**config.mk**
```make
export PLATFORM = sky130hd
export DESIGN_NAME = oven_controller_param
export DESIGN_NICKNAME = d
export VERILOG_FILES = /design/src/rtl/oven_controller_param.sv
export SDC_FILE = /design/constraint.sdc
export NUM_CORES = 1
export LEC_CHECK = 0
export CAP_MARGIN = 10
export CORE_MARGIN = 2
export CORE_UTILIZATION = 47
export CTS_BUF_LIST = sky130_fd_sc_hd__clkbuf_4
export CTS_CLUSTER_SIZE = 12
export DETAILED_ROUTE_END_ITERATION = 6
export PLACE_DENSITY = 0.86
export SKIP_LAST_GASP = 1
export SYNTH_ARGS = -nofsm -noshare
export SYNTH_HDL_FRONTEND = slang
export SYNTH_SLANG_ARGS = --single-unit
export TNS_END_PERCENT = 30
```
**constraint.sdc**
```tcl
create_clock -name clk -period 5 [get_ports clk]
set_clock_uncertainty 0.1 [all_clocks]
set_input_delay 1 -clock clk [delete_from_list [all_inputs] [get_ports clk]]
set_output_delay 1 -clock clk [all_outputs]
set_load 0.02 [all_outputs]
```
**src/rtl/oven_controller_param.sv**
```systemverilog
// -----------------------------------------------------------------------------
// oven_controller_param
//
// Control FSM for a microwave oven. It sits between the board switches and
// buttons and the display decoders. The states are IDLE, COOK, PAUSE and DONE.
// The magnetron is driven by a multi-level PWM. A four-letter 7-segment banner
// shows the state, and a binary bus shows the seconds remaining.
//
// Parameters:
//   TIMER_W       width of timer, the remaining-time counter and time_display
//   TICKS_PER_SEC clock cycles per one-second decrement (>= 1)
//   POWER_W       width of power; the PWM period is 2**POWER_W cycles
//
// Ports:
//   clk             system clock, rising edge
//   rst             synchronous reset, active-high
//   power           heater level (0 = lowest, all-ones = always on)
//   timer           requested cook time in seconds
//   door_status     1 = door closed, 0 = door open
//   start_button    start/resume request, level-sampled
//   cancel_button   abort request, level-sampled
//   heater_on       magnetron enable (PWM, COOK only)
//   done_pulse      one-cycle pulse in the first DONE cycle
//   state_display1  leftmost letter; bits {g,f,e,d,c,b,a}, active-low
//   state_display2  second letter
//   state_display3  third letter
//   state_display4  rightmost letter
//   time_display    IDLE: timer input; COOK/PAUSE: remaining; DONE: 0
//
// Optional feature (macro OVEN_ADD30_EN): each rising edge of start_button
// during COOK adds 30 s to remaining. The sum saturates at all-ones. Without
// the macro, start_button has no effect in COOK.
// -----------------------------------------------------------------------------
module oven_controller_param #(
  parameter int TIMER_W       = 7,
  parameter int TICKS_PER_SEC = 1,
  parameter int POWER_W       = 2
) (
  input  logic               clk,
  input  logic               rst,
  input  logic [POWER_W-1:0] power,
  input  logic [TIMER_W-1:0] timer,
  input  logic               door_status,
  input  logic               start_button,
  input  logic               cancel_button,
  output logic               heater_on,
  output logic               done_pulse,
  output logic [6:0]         state_display1,
  output logic [6:0]         state_display2,
  output logic [6:0]         state_display3,
  output logic [6:0]         state_display4,
  output logic [TIMER_W-1:0] time_display
);

  // A 1-cycle tick still needs a 1-bit counter so that the widths stay legal.
  localparam int TICK_W = (TICKS_PER_SEC > 1) ? $clog2(TICKS_PER_SEC) : 1;
  localparam logic [TICK_W-1:0]  TICK_LAST = TICK_W'(TICKS_PER_SEC - 1);
  localparam logic [TIMER_W-1:0] TIME_MAX  = '1;
  localparam logic [TIMER_W-1:0] TIME_ONE  = TIMER_W'(1);

  // Segment letters: each pattern lists the lit segments, then is inverted
  // because the display is active-low. Bit order is {g,f,e,d,c,b,a}.
  localparam logic [6:0] SEG_I = ~7'b0110000;
  localparam logic [6:0] SEG_D = ~7'b1011110;
  localparam logic [6:0] SEG_L = ~7'b0111000;
  localparam logic [6:0] SEG_E = ~7'b1111001;
  localparam logic [6:0] SEG_P = ~7'b1110011;
  localparam logic [6:0] SEG_R = ~7'b1010000;
  localparam logic [6:0] SEG_O = ~7'b0111111;
  localparam logic [6:0] SEG_C = ~7'b0111001;
  localparam logic [6:0] SEG_N = ~7'b1010100;
  localparam logic [6:0] SEG_A = ~7'b1110111;
  localparam logic [6:0] SEG_U = ~7'b0111110;
  localparam logic [6:0] SEG_S = ~7'b1101101;

  typedef enum logic [1:0] {S_IDLE, S_COOK, S_PAUSE, S_DONE} state_t;

  state_t             state_reg;
  logic [TIMER_W-1:0] remaining_reg;
  logic [TICK_W-1:0]  tick_cnt_reg;
  logic [POWER_W-1:0] pwm_cnt_reg;
  logic               done_pulse_reg;

  // One-second bookkeeping. The decrement is guarded so remaining never wraps.
  logic               tick_wrap;
  logic [TIMER_W-1:0] remaining_dec;
  logic [TIMER_W-1:0] cook_remaining_next;
  logic               cook_finish;

  assign tick_wrap     = (tick_cnt_reg == TICK_LAST);
  assign remaining_dec = (tick_wrap && remaining_reg != '0) ? remaining_reg - 1'b1
                                                            : remaining_reg;

`ifdef OVEN_ADD30_EN
  logic               start_prev_reg;
  logic               add30_req;
  logic [TIMER_W+5:0] add30_sum;   // 6 extra bits hold +30 for any TIMER_W
  logic [TIMER_W-1:0] remaining_add30;

  assign add30_req       = start_button & ~start_prev_reg;
  assign add30_sum       = {6'd0, remaining_dec} + (TIMER_W + 6)'(30);
  assign remaining_add30 = (add30_sum > {6'd0, TIME_MAX}) ? TIME_MAX
                                                          : add30_sum[TIMER_W-1:0];
  // An extension in the same cycle as the final tick keeps the oven cooking.
  assign cook_remaining_next = add30_req ? remaining_add30 : remaining_dec;
  assign cook_finish         = tick_wrap && (remaining_reg == TIME_ONE) && !add30_req;
`else
  assign cook_remaining_next = remaining_dec;
  assign cook_finish         = tick_wrap && (remaining_reg == TIME_ONE);
`endif

  // Each state tests its inputs in the order cancel, door, start, tick.
  always_ff @(posedge clk) begin
    if (rst) begin
      state_reg      <= S_IDLE;
      remaining_reg  <= '0;
      tick_cnt_reg   <= '0;
      pwm_cnt_reg    <= '0;
      done_pulse_reg <= 1'b0;
    end else begin
      done_pulse_reg <= 1'b0;
      case (state_reg)
        S_IDLE: begin
          if (!cancel_button && door_status && start_button && timer != '0) begin
            state_reg     <= S_COOK;
            remaining_reg <= timer;
            tick_cnt_reg  <= '0;
            pwm_cnt_reg   <= '0;
          end
        end
        S_COOK: begin
          if (cancel_button) begin
            state_reg     <= S_IDLE;
            remaining_reg <= '0;
          end else if (!door_status) begin
            state_reg <= S_PAUSE;          // counters freeze where they are
          end else begin
            pwm_cnt_reg   <= pwm_cnt_reg + 1'b1;
            tick_cnt_reg  <= tick_wrap ? '0 : tick_cnt_reg + 1'b1;
            remaining_reg <= cook_remaining_next;
            if (cook_finish) begin
              state_reg      <= S_DONE;
              done_pulse_reg <= 1'b1;
            end
          end
        end
        S_PAUSE: begin
          if (cancel_button) begin
            state_reg     <= S_IDLE;
            remaining_reg <= '0;
          end else if (door_status && start_button) begin
            state_reg <= S_COOK;
          end
        end
        S_DONE: begin
          if (cancel_button || !door_status) begin
            state_reg <= S_IDLE;
          end
        end
        default: state_reg <= S_IDLE;
      endcase
    end
  end

`ifdef OVEN_ADD30_EN
  always_ff @(posedge clk) begin
    if (rst) start_prev_reg <= 1'b0;
    else     start_prev_reg <= start_button;
  end
`endif

  assign done_pulse = done_pulse_reg;
  // The power input is sampled live, so a level change takes effect at once.
  assign heater_on  = (state_reg == S_COOK) && (pwm_cnt_reg <= power);

  always_comb begin
    state_display1 = SEG_I;
    state_display2 = SEG_D;
    state_display3 = SEG_L;
    state_display4 = SEG_E;
    time_display   = timer;
    case (state_reg)
      S_COOK: begin
        state_display1 = SEG_P;
        state_display2 = SEG_R;
        state_display3 = SEG_O;
        state_display4 = SEG_C;
        time_display   = remaining_reg;
      end
      S_PAUSE: begin
        state_display1 = SEG_P;
        state_display2 = SEG_A;
        state_display3 = SEG_U;
        state_display4 = SEG_S;
        time_display   = remaining_reg;
      end
      S_DONE: begin
        state_display1 = SEG_D;
        state_display2 = SEG_O;
        state_display3 = SEG_N;
        state_display4 = SEG_E;
        time_display   = '0;
      end
      default: ;
    endcase
  end

endmodule

```
* Word level (Yosys, flattened, before mapping)
Index checks and enable logic that the tools add are counted.
** Word-level totals
- Bits in latches :: 0
- Memories :: 0
- Bits of input ports :: 14
- Bits in read-only memories :: 0
- RAM bits :: 0
- Output and inout bits :: 37
- Register bits :: 13
** Operators by class
- Add/sub/neg operators :: 3
- Multiplexer cells :: 29
- Divide/modulo/power cells :: 0
- Reduce and logical (&&, ||, !) cells :: 20
- $mul :: 0
- Equal/unequal tests :: 13
- Bitwise logic cells :: 3
- Shifts and indexed selects :: 0
- Order comparisons :: 1
** Operator list (number)
- case mux 7 bit (3 select lines) :: 3
- case mux 7 bit (2 select lines) :: 3
- 2-to-1 mux 7 bit :: 5
- 2-to-1 mux 2 bit :: 10
- nonzero test 7 bit :: 2
- != test 2 bit (second input constant) :: 5
- != test 3 bit (second input constant) :: 3
- case mux 2 bit (4 select lines) :: 1
- AND reduction 4 bit :: 2
- == test 7 x 1 -> 1 bit (second input constant) :: 1
- logical AND 1 bit :: 7
- subtractor 7 x 1 -> 7 bit (second input constant) :: 1
- 2-to-1 mux 1 bit :: 5
- AND reduction 5 bit :: 1
- == test 2 bit (second input constant) :: 2
- != test 4 bit (second input constant) :: 1
- case mux 2 bit (2 select lines) :: 1
- OR reduction 4 bit :: 1
- NOT 1 bit :: 3
- nonzero test 3 bit :: 1
- adder 2 x 1 -> 2 bit (second input constant) :: 1
- == test 2 x 1 -> 1 bit (second input constant) :: 1
- less-or-equal comparator 2 bit :: 1
- zero test 1 bit :: 2
- other kinds (6) :: 6

* Depth between registers and ports, before layout
Gate-level depths: netlist of the first run.
- Word-level depth :: 6
- Depth in mapped cells :: 8

* Least setup slack after synthesis of the first run
No wires, ideal clock.
- Path kind :: flip-flop to output port
- From :: reg state_reg[0]
- To :: out time_display[0]
- Required time :: 3.900 ns
- Path buffers :: 1
- Path slack :: 1.993 ns
- Arrival :: 1.907 ns
- Stages on the path, launching flop included :: 6
- Cells stage by stage :: dfxtp_1 -> inv_1 -> ha_1 -> clkbuf_1 -> inv_2 -> o31ai_1
** Between the ends
- Word-level cells in the longest chain between the ends :: 3
- Elaborated cells on any way between the ends :: 5
- Classes of those cells :: 3 x eq/ne; 1 x mux; 1 x reduce/logical
** Ends and longest elaborated chain
- from (decl) :: line 78 : state_t state_reg;
- from (signal assigned) :: line 115 : state_reg <= S_IDLE;
- from (signal assigned) :: line 125 : state_reg <= S_COOK;
- from (signal assigned) :: line 133 : state_reg <= S_IDLE;
- == test 2 x 1 -> 1 bit or == test 2 bit (tied branches) :: line 182 : case (state_reg)
- OR reduction 2 bit (no source line)
- case mux 7 bit (2 select lines) * :: line 182
- to (decl) :: line 52 : output logic [TIMER_W-1:0] time_display
Mark *: on every way between the ends. The rest lies on a longest branch, timed or not.

* Worst setup path in the final report of the first run
- From :: in power[1]
- To :: out heater_on
** Between the ends
- Word-level cells in the longest chain between the ends :: 2
** Ends and longest elaborated chain
- from (decl) :: line 41 : input logic [POWER_W-1:0] power,
- less-or-equal comparator 2 bit :: line 174 : assign heater_on = (state_reg == S_COOK) && (pwm_cnt_reg <= power);
- logical AND 1 bit :: line 174
- to (decl) :: line 46 : output logic heater_on,
Every way passes these cells.

==> metrics.txt, run 1 <==
status finished clean; Die H 53.6 microns; initial antenna violation count 0; YS warnings 0; nets 206; Int Power 315 uW; peak supply drop 0.278 mV; first-pass GRT wire length 4.53 mm; Final Critical Period 3.83 ns; area taken by multi-input logic gates 727 sq um; vias in the first global route 1013; Cells after Synth 149; Sink Count 12; flop and latch count out of synthesis 12; count of input and output buffers 43; cts repair resizes 0; Core Box Area 0.00228 sq mm; Syn Std Cell Area 0.00115 sq mm; syn avg cell area 7.75 sq um; Worst Tran Pin Value 0.635 ns; register area share after synthesis 20.8%; # fillers 205; Die Wd 53.6 microns; WL/cell 13.0 microns; Area contributors post-synth dfxtp_1 21%, ha_1 13%, buf_4 12%; dpl hpwl 2.10 mm; clock group share of total power 11.4%; register area 240 sq um; Worst-path clk slew 0.08 ns; Seq pwr share 23.7%; Max H-tree Level 1; unrepaired setup endpoints after global routing no; largest family of logic cells by synthesized area compound AO/OA/AOI/OAI gates; Die ar. 0.00287 sq mm; Crit Path Max Fanout 2; HP Class register to register; 1st-pass router iterations 4; clk root buf clkbuf_4; Slew Viols, Final 0; largest net degree at the start of global routing 20; Comb power frac 64.9%; Adder-Cell Fraction of Synth Area 13.0%; area grow syn2layout 30.6%; CTS tree built; total track usage 21.5%; Req. time, crit path 3.90 ns; compound-gate portion of the synthesized area 22.5%; Switching Share 45.8%; Post-CTS Setup Bufs 0; vias per std cell 5.25; Max Cap Violations 0; num ports 51; drt initial violations 22; DR vias 1087; wirelength, routed 2.70 mm; final hold violation count 0; Max Root-Sink Buffers 2; initial core utilization 50.7%; Inserted Diodes 0; CP endpoint kind primary output; Post-Synth Simple-Gate Area 19.6%; share of the synthesized area in the top cell type 20.8%; grt total ovfl 0; DRC viols 0; PwrDens 386 mW/mm^2; layout cells sized above 1 6.15%; setup violators final 0; synth unique cells 37; mux share of post-synthesis cell area 1.73%; critical path class primary input to primary output; Placed Instances 203; crit start category primary input; NetSw 266 uW; highest clock rate 0.261 GHz; Final Core Density 66.2%; final non-filler cell total 207; routability cong. 0.832; max FFs per register 7; total negative slack 0 ns; CTS Hold Buffers Added 0; slew margin rel. 57.5%; Synth area leader dfxtp_1; WP data arrival 2.73 ns; Antenna Violating Nets Remaining 0; total CTS buffers 3; Worst-Skew Late Latency 0.28 ns; Final Cycle Share 76.6%; num rows 17; Static Leakage 0.611 nW; Synth Area in XOR/XNOR 3.79%
[power groups by stage]
stage	Clock (mW)	Combinational (mW)	Sequential (mW)
3_5_place_dp	0	0.376	0.139
3_3_place_gp	0	0.368	0.138
4_1_cts	0.0674	0.379	0.137
2_1_floorplan	0	0.280	0.134
5_1_grt	0.0727	0.413	0.141
6_report	0.0664	0.377	0.138
[logic make-up (layout without fill, tap and decap cells)]
| group | Yosys count | count (layout) |
|---|---|---|
| AO/OA/AOI/OAI | 34 | 34 |
| XOR/XNOR | 5 | 5 |
| adder cells (fa/ha/maj) | 12 | 12 |
| buffers and inverters | 35 | 60 |
| flip-flops | 12 | 12 |
| multiplexers | 2 | 2 |
| other | 2 | 7 |
| AND/OR/NAND/NOR | 47 | 47 |
[synthesized netlist by cell type, drive strengths merged]
master / n
dfxtp: 12
o31ai: 2
a22o: 1
mux2i: 2
o21ai: 6
a221o: 1
nand3b: 2
and3b: 1
nor2: 15
nand2b: 1
or2: 1
inv: 13
or4b: 1
a21oi: 10
clkbuf: 3
nor3: 2
xor2: 2
a2bb2oi: 2
a211oi: 8
buf: 19
nor3b: 1
conb: 2
nand2: 16
nor4b: 1
nor2b: 3
xnor2: 3
nor4: 2
a311oi: 2
a21bo: 1
a21o: 1
ha: 12
or3: 1
[metrics by stage]
stage          hold WS, ns  area (sq um)  power, mW  setup slack (ns)
2_1_floorplan        0.361          1170      0.414              1.99
3_3_place_gp         0.377          1480      0.506              1.25
3_5_place_dp         0.384          1480      0.515              1.16
4_1_cts              0.395          1510      0.583              1.16
5_1_grt              0.476          1510      0.627              1.09
6_report             0.395          1510      0.582              1.17
[path summary, 6_finish.rpt]
kind	from	end	slack, ns	depth (start not counted)
min reg2reg	pwm_cnt_reg[1]	pwm_cnt_reg[1]	0.40	2
max reg2reg	state_reg[1]	remaining_reg[1]	2.38	7
max	power[1]	heater_on	1.17	7
min	pwm_cnt_reg[1]	pwm_cnt_reg[1]	0.40	2
[routing by layer]
| layer | wire length [microns] | global-route usage, % |
|---|---|---|
| met1 | 1070 | 25.1 |
| met2 | 1400 | 39.1 |
| met3 | 192 | 4.72 |
| met5 | 0 | 0 |
| met4 | 38 | 6.41 |
[worst max-delay path, stage by stage]
cell and delay [ns]:
clkdlybuf4s50_1 0.45, inv_1 0.04, ha_1 0.30, a21oi_1 0.16
a21oi_1 0.07, nor2b_1 0.11, clkdlybuf4s50_1 0.60
[cell usage in the layout (no fill, tap or decap), types with 2 or more instances in the layout]
| master | synthesis | routed |
|---|---|---|
| nor2_1 | 15 | 15 |
| nor2b_1 | 3 | 3 |
| ha_1 | 12 | 12 |
| o21ai_0 | 6 | 6 |
| nor4_1 | 2 | 2 |
| inv_1 | 12 | 12 |
| nand3b_1 | 2 | 2 |
| mux2i_1 | 2 | 2 |
| a211oi_1 | 4 | 4 |
| a21oi_1 | 10 | 10 |
| a2bb2oi_1 | 2 | 2 |
| conb_1 | 2 | 7 |
| dfxtp_1 | 12 | 12 |
| nand2_1 | 16 | 16 |
| clkbuf_4 | 0 | 3 |
| nor3_1 | 2 | 2 |
| xor2_1 | 2 | 2 |
| a211oi_2 | 3 | 3 |
| o31ai_1 | 2 | 2 |
| clkdlybuf4s50_1 | 0 | 43 |
| xnor2_1 | 3 | 3 |
[area by class of cell]
type                    instances  area share (%)
clock buffers                   3            1.49
clock inverters                 1           0.249
inverters                      13            3.24
multi-input cells             107            48.2
flip-flops and latches         12            15.9
well taps                      28            2.32
repair buffers                 43            28.5
Power figures use the tool's default switching activity.
==> run 2: changes to the inputs <==
--- a/config.mk
+++ b/config.mk
@@ -7,11 +7,11 @@
 export LEC_CHECK = 0
 export CAP_MARGIN = 10
 export CORE_MARGIN = 2
-export CORE_UTILIZATION = 47
+export CORE_UTILIZATION = 43
 export CTS_BUF_LIST = sky130_fd_sc_hd__clkbuf_4
 export CTS_CLUSTER_SIZE = 12
 export DETAILED_ROUTE_END_ITERATION = 6
-export PLACE_DENSITY = 0.86
+export PLACE_DENSITY = 0.8
 export SKIP_LAST_GASP = 1
 export SYNTH_ARGS = -nofsm -noshare
 export SYNTH_HDL_FRONTEND = slang
==> constraint.sdc (replaced) <==
create_clock -name clk -period 3.8 [get_ports clk]
set_clock_uncertainty 0.1 [all_clocks]
set_input_delay 0.76 -clock clk [delete_from_list [all_inputs] [get_ports clk]]
set_output_delay 0.76 -clock clk [all_outputs]
set_load 0.02 [all_outputs]
==> run 2 against run 1 <==
  * Non-clock buffer count did not move
  * Worst setup slack worse by 0.69 ns
  * Design area about the same
  * Combinational power is 32% higher
  * Cell count grew 0.48%
  * Clock power up 17%
  * Wire length down 0.70%
  * Die area up 8.6%
  * First-iteration DRC count up 59%
  * Critical path depth unchanged
  * Sequential share of layout area about the same
==> metrics.txt, run 2 (synthesized netlist as in run 1, its figures left out) <==
area grow syn2layout 30.4% (was 30.6%); final hold violation count 0 (unchanged); WP data arrival 2.46 ns (was 2.73 ns); most frequent cells in the layout 43 x clkdlybuf4s50_1, 16 x nand2_1, 15 x nor2_1 (unchanged); nets 206 (unchanged); vias in the first global route 1010 (was 1013); critical path class primary input to primary output (unchanged); first-pass GRT wire length 4.57 mm (was 4.53 mm); CP endpoint kind primary output (unchanged); # fillers 239 (was 205); Int Power 413 uW (was 315 uW); Pwr Total 755 uW (was 582 uW); wirelength, routed 2.68 mm (was 2.70 mm); slew margin rel. 57.8% (was 57.5%); PwrDens 501 mW/mm^2 (was 386 mW/mm^2); num rows 18 (was 17); DR vias 1071 (was 1087); max FFs per register 7 (unchanged); NetSw 342 uW (was 266 uW); vias per std cell 5.15 (was 5.25); Static Leakage 0.609 nW (was 0.611 nW); 1st-pass router iterations 4 (unchanged); CTS tree built (unchanged); Inserted Diodes 0 (unchanged); hold_ws 0.412 ns (was 0.395 ns); met1 Resource Use GR 19.7% (was 25.1%); Die ar. 0.00312 sq mm (was 0.00287 sq mm); count of input and output buffers 43 (unchanged); unrepaired setup endpoints after global routing no (unchanged); total negative slack 0 ns (unchanged); highest clock rate 0.301 GHz; num ports 51 (unchanged); Min-Delay Path Depth 2 (unchanged); Switching Share 45.3% (was 45.8%); cts repair resizes 0 (unchanged); Seq pwr share 24.1% (was 23.7%); total CTS buffers 3 (unchanged); drt initial violations 35 (was 22); largest net degree at the start of global routing 20 (unchanged); met2 usage 34.5% (was 39.1%); Die H 55.8 microns (was 53.6 microns); min-delay src pwm_cnt_reg[1] (unchanged); Sink Count 12 (unchanged); clk root buf clkbuf_4 (unchanged); Placed Instances 205 (was 203); worst r2r path cells 7 (unchanged); gr busiest metal met2 (unchanged); flop2flop setup slack 1.23 ns (was 2.38 ns); status finished clean (unchanged); final non-filler cell total 208 (was 207); setup violators final 0 (unchanged); crit start category primary input (unchanged); dpl hpwl 2.15 mm (was 2.10 mm); clock group share of total power 10.3% (was 11.4%); Core Box Area 0.00252 sq mm (was 0.00228 sq mm); CTS Hold Buffers Added 0 (unchanged); Final Cycle Share 87.4%; Max H-tree Level 1 (unchanged); peak supply drop 0.316 mV (was 0.278 mV); Crit. Startpoint power[1] (unchanged); grt total ovfl 0 (unchanged); Max Cap Violations 0 (unchanged); DRC viols 0 (unchanged); Req. time, crit path 2.94 ns (was 3.90 ns); total track usage 18.1% (was 21.5%); Crit Path Max Fanout 2 (unchanged); met3 GRT Util 5.35% (was 4.72%); initial antenna violation count 0 (unchanged); routability cong. 0.840 (was 0.832); Die Wd 55.8 microns (was 53.6 microns); Final Critical Period 3.32 ns; Worst-Skew Late Latency 0.27 ns (was 0.28 ns); FF-to-FF Start state_reg[1] (unchanged); WL/cell 12.9 microns (was 13.0 microns); commonest non-fill, non-tap cell in the layout clkdlybuf4s50_1 (unchanged); initial core utilization 45.8% (was 50.7%); layout cells sized above 1 6.18% (was 6.15%); Antenna Violating Nets Remaining 0 (unchanged); HP Class register to register (unchanged); Slew Viols, Final 0 (unchanged); Max Root-Sink Buffers 2 (unchanged); Worst Tran Pin Value 0.630 ns (was 0.635 ns); Worst-path clk slew 0.07 ns (was 0.08 ns); Post-CTS Setup Bufs 0 (unchanged); Comb power frac 65.6% (was 64.9%)
run 2: worst max-delay path, cell delays in order:
cell             delay [ns]
clkdlybuf4s50_1        0.46
inv_1                  0.04
ha_1                   0.30
a21oi_1                0.14
a21oi_1                0.06
nor2b_1                0.10
clkdlybuf4s50_1        0.60
run 2: layout make-up:
cell class	instances	area, sq um	share of cell area [%]
Multi-Input combinational cell	107	727	48.3
Timing Repair Buffer	43	430	28.6
Sequential cell	12	240	15.9
Inverter	13	48.8	3.24
Tap cell	30	37.5	2.49
Clock buffer	3	22.5	1.50
run 2: power groups by stage:
stage               registers (mW)  clock network, mW  logic [mW]
finish                       0.182             0.0774       0.496
global route                 0.186             0.0841       0.541
CTS                          0.181             0.0804       0.500
detailed placement           0.184                  0       0.498
global placement             0.182                  0       0.485
floorplan                    0.177                  0       0.368
run 2: worst paths after layout:
path | to
hold reg to reg | pwm_cnt_reg[1]
setup / recovery | heater_on
hold / removal | pwm_cnt_reg[1]
setup reg to reg | remaining_reg[1]
run 2: through the flow:
step	setup WS, ns	util (%)	cell area [sq um]
after floorplan	1.03	-	1170
after detailed placement	0.465	58.8	1480
after global routing	0.331	59.7	1510
final	0.480	59.7	1510
after global placement	0.528	58.8	1480
after CTS	0.461	59.7	1510
run 2: routing by layer:
layer / vias to the layer above / routed length [microns]
met5: - / 0
met4: 0 / 12
met3: 2 / 170
met2: 33 / 1440
met1: 498 / 1060
li1: 538 / -
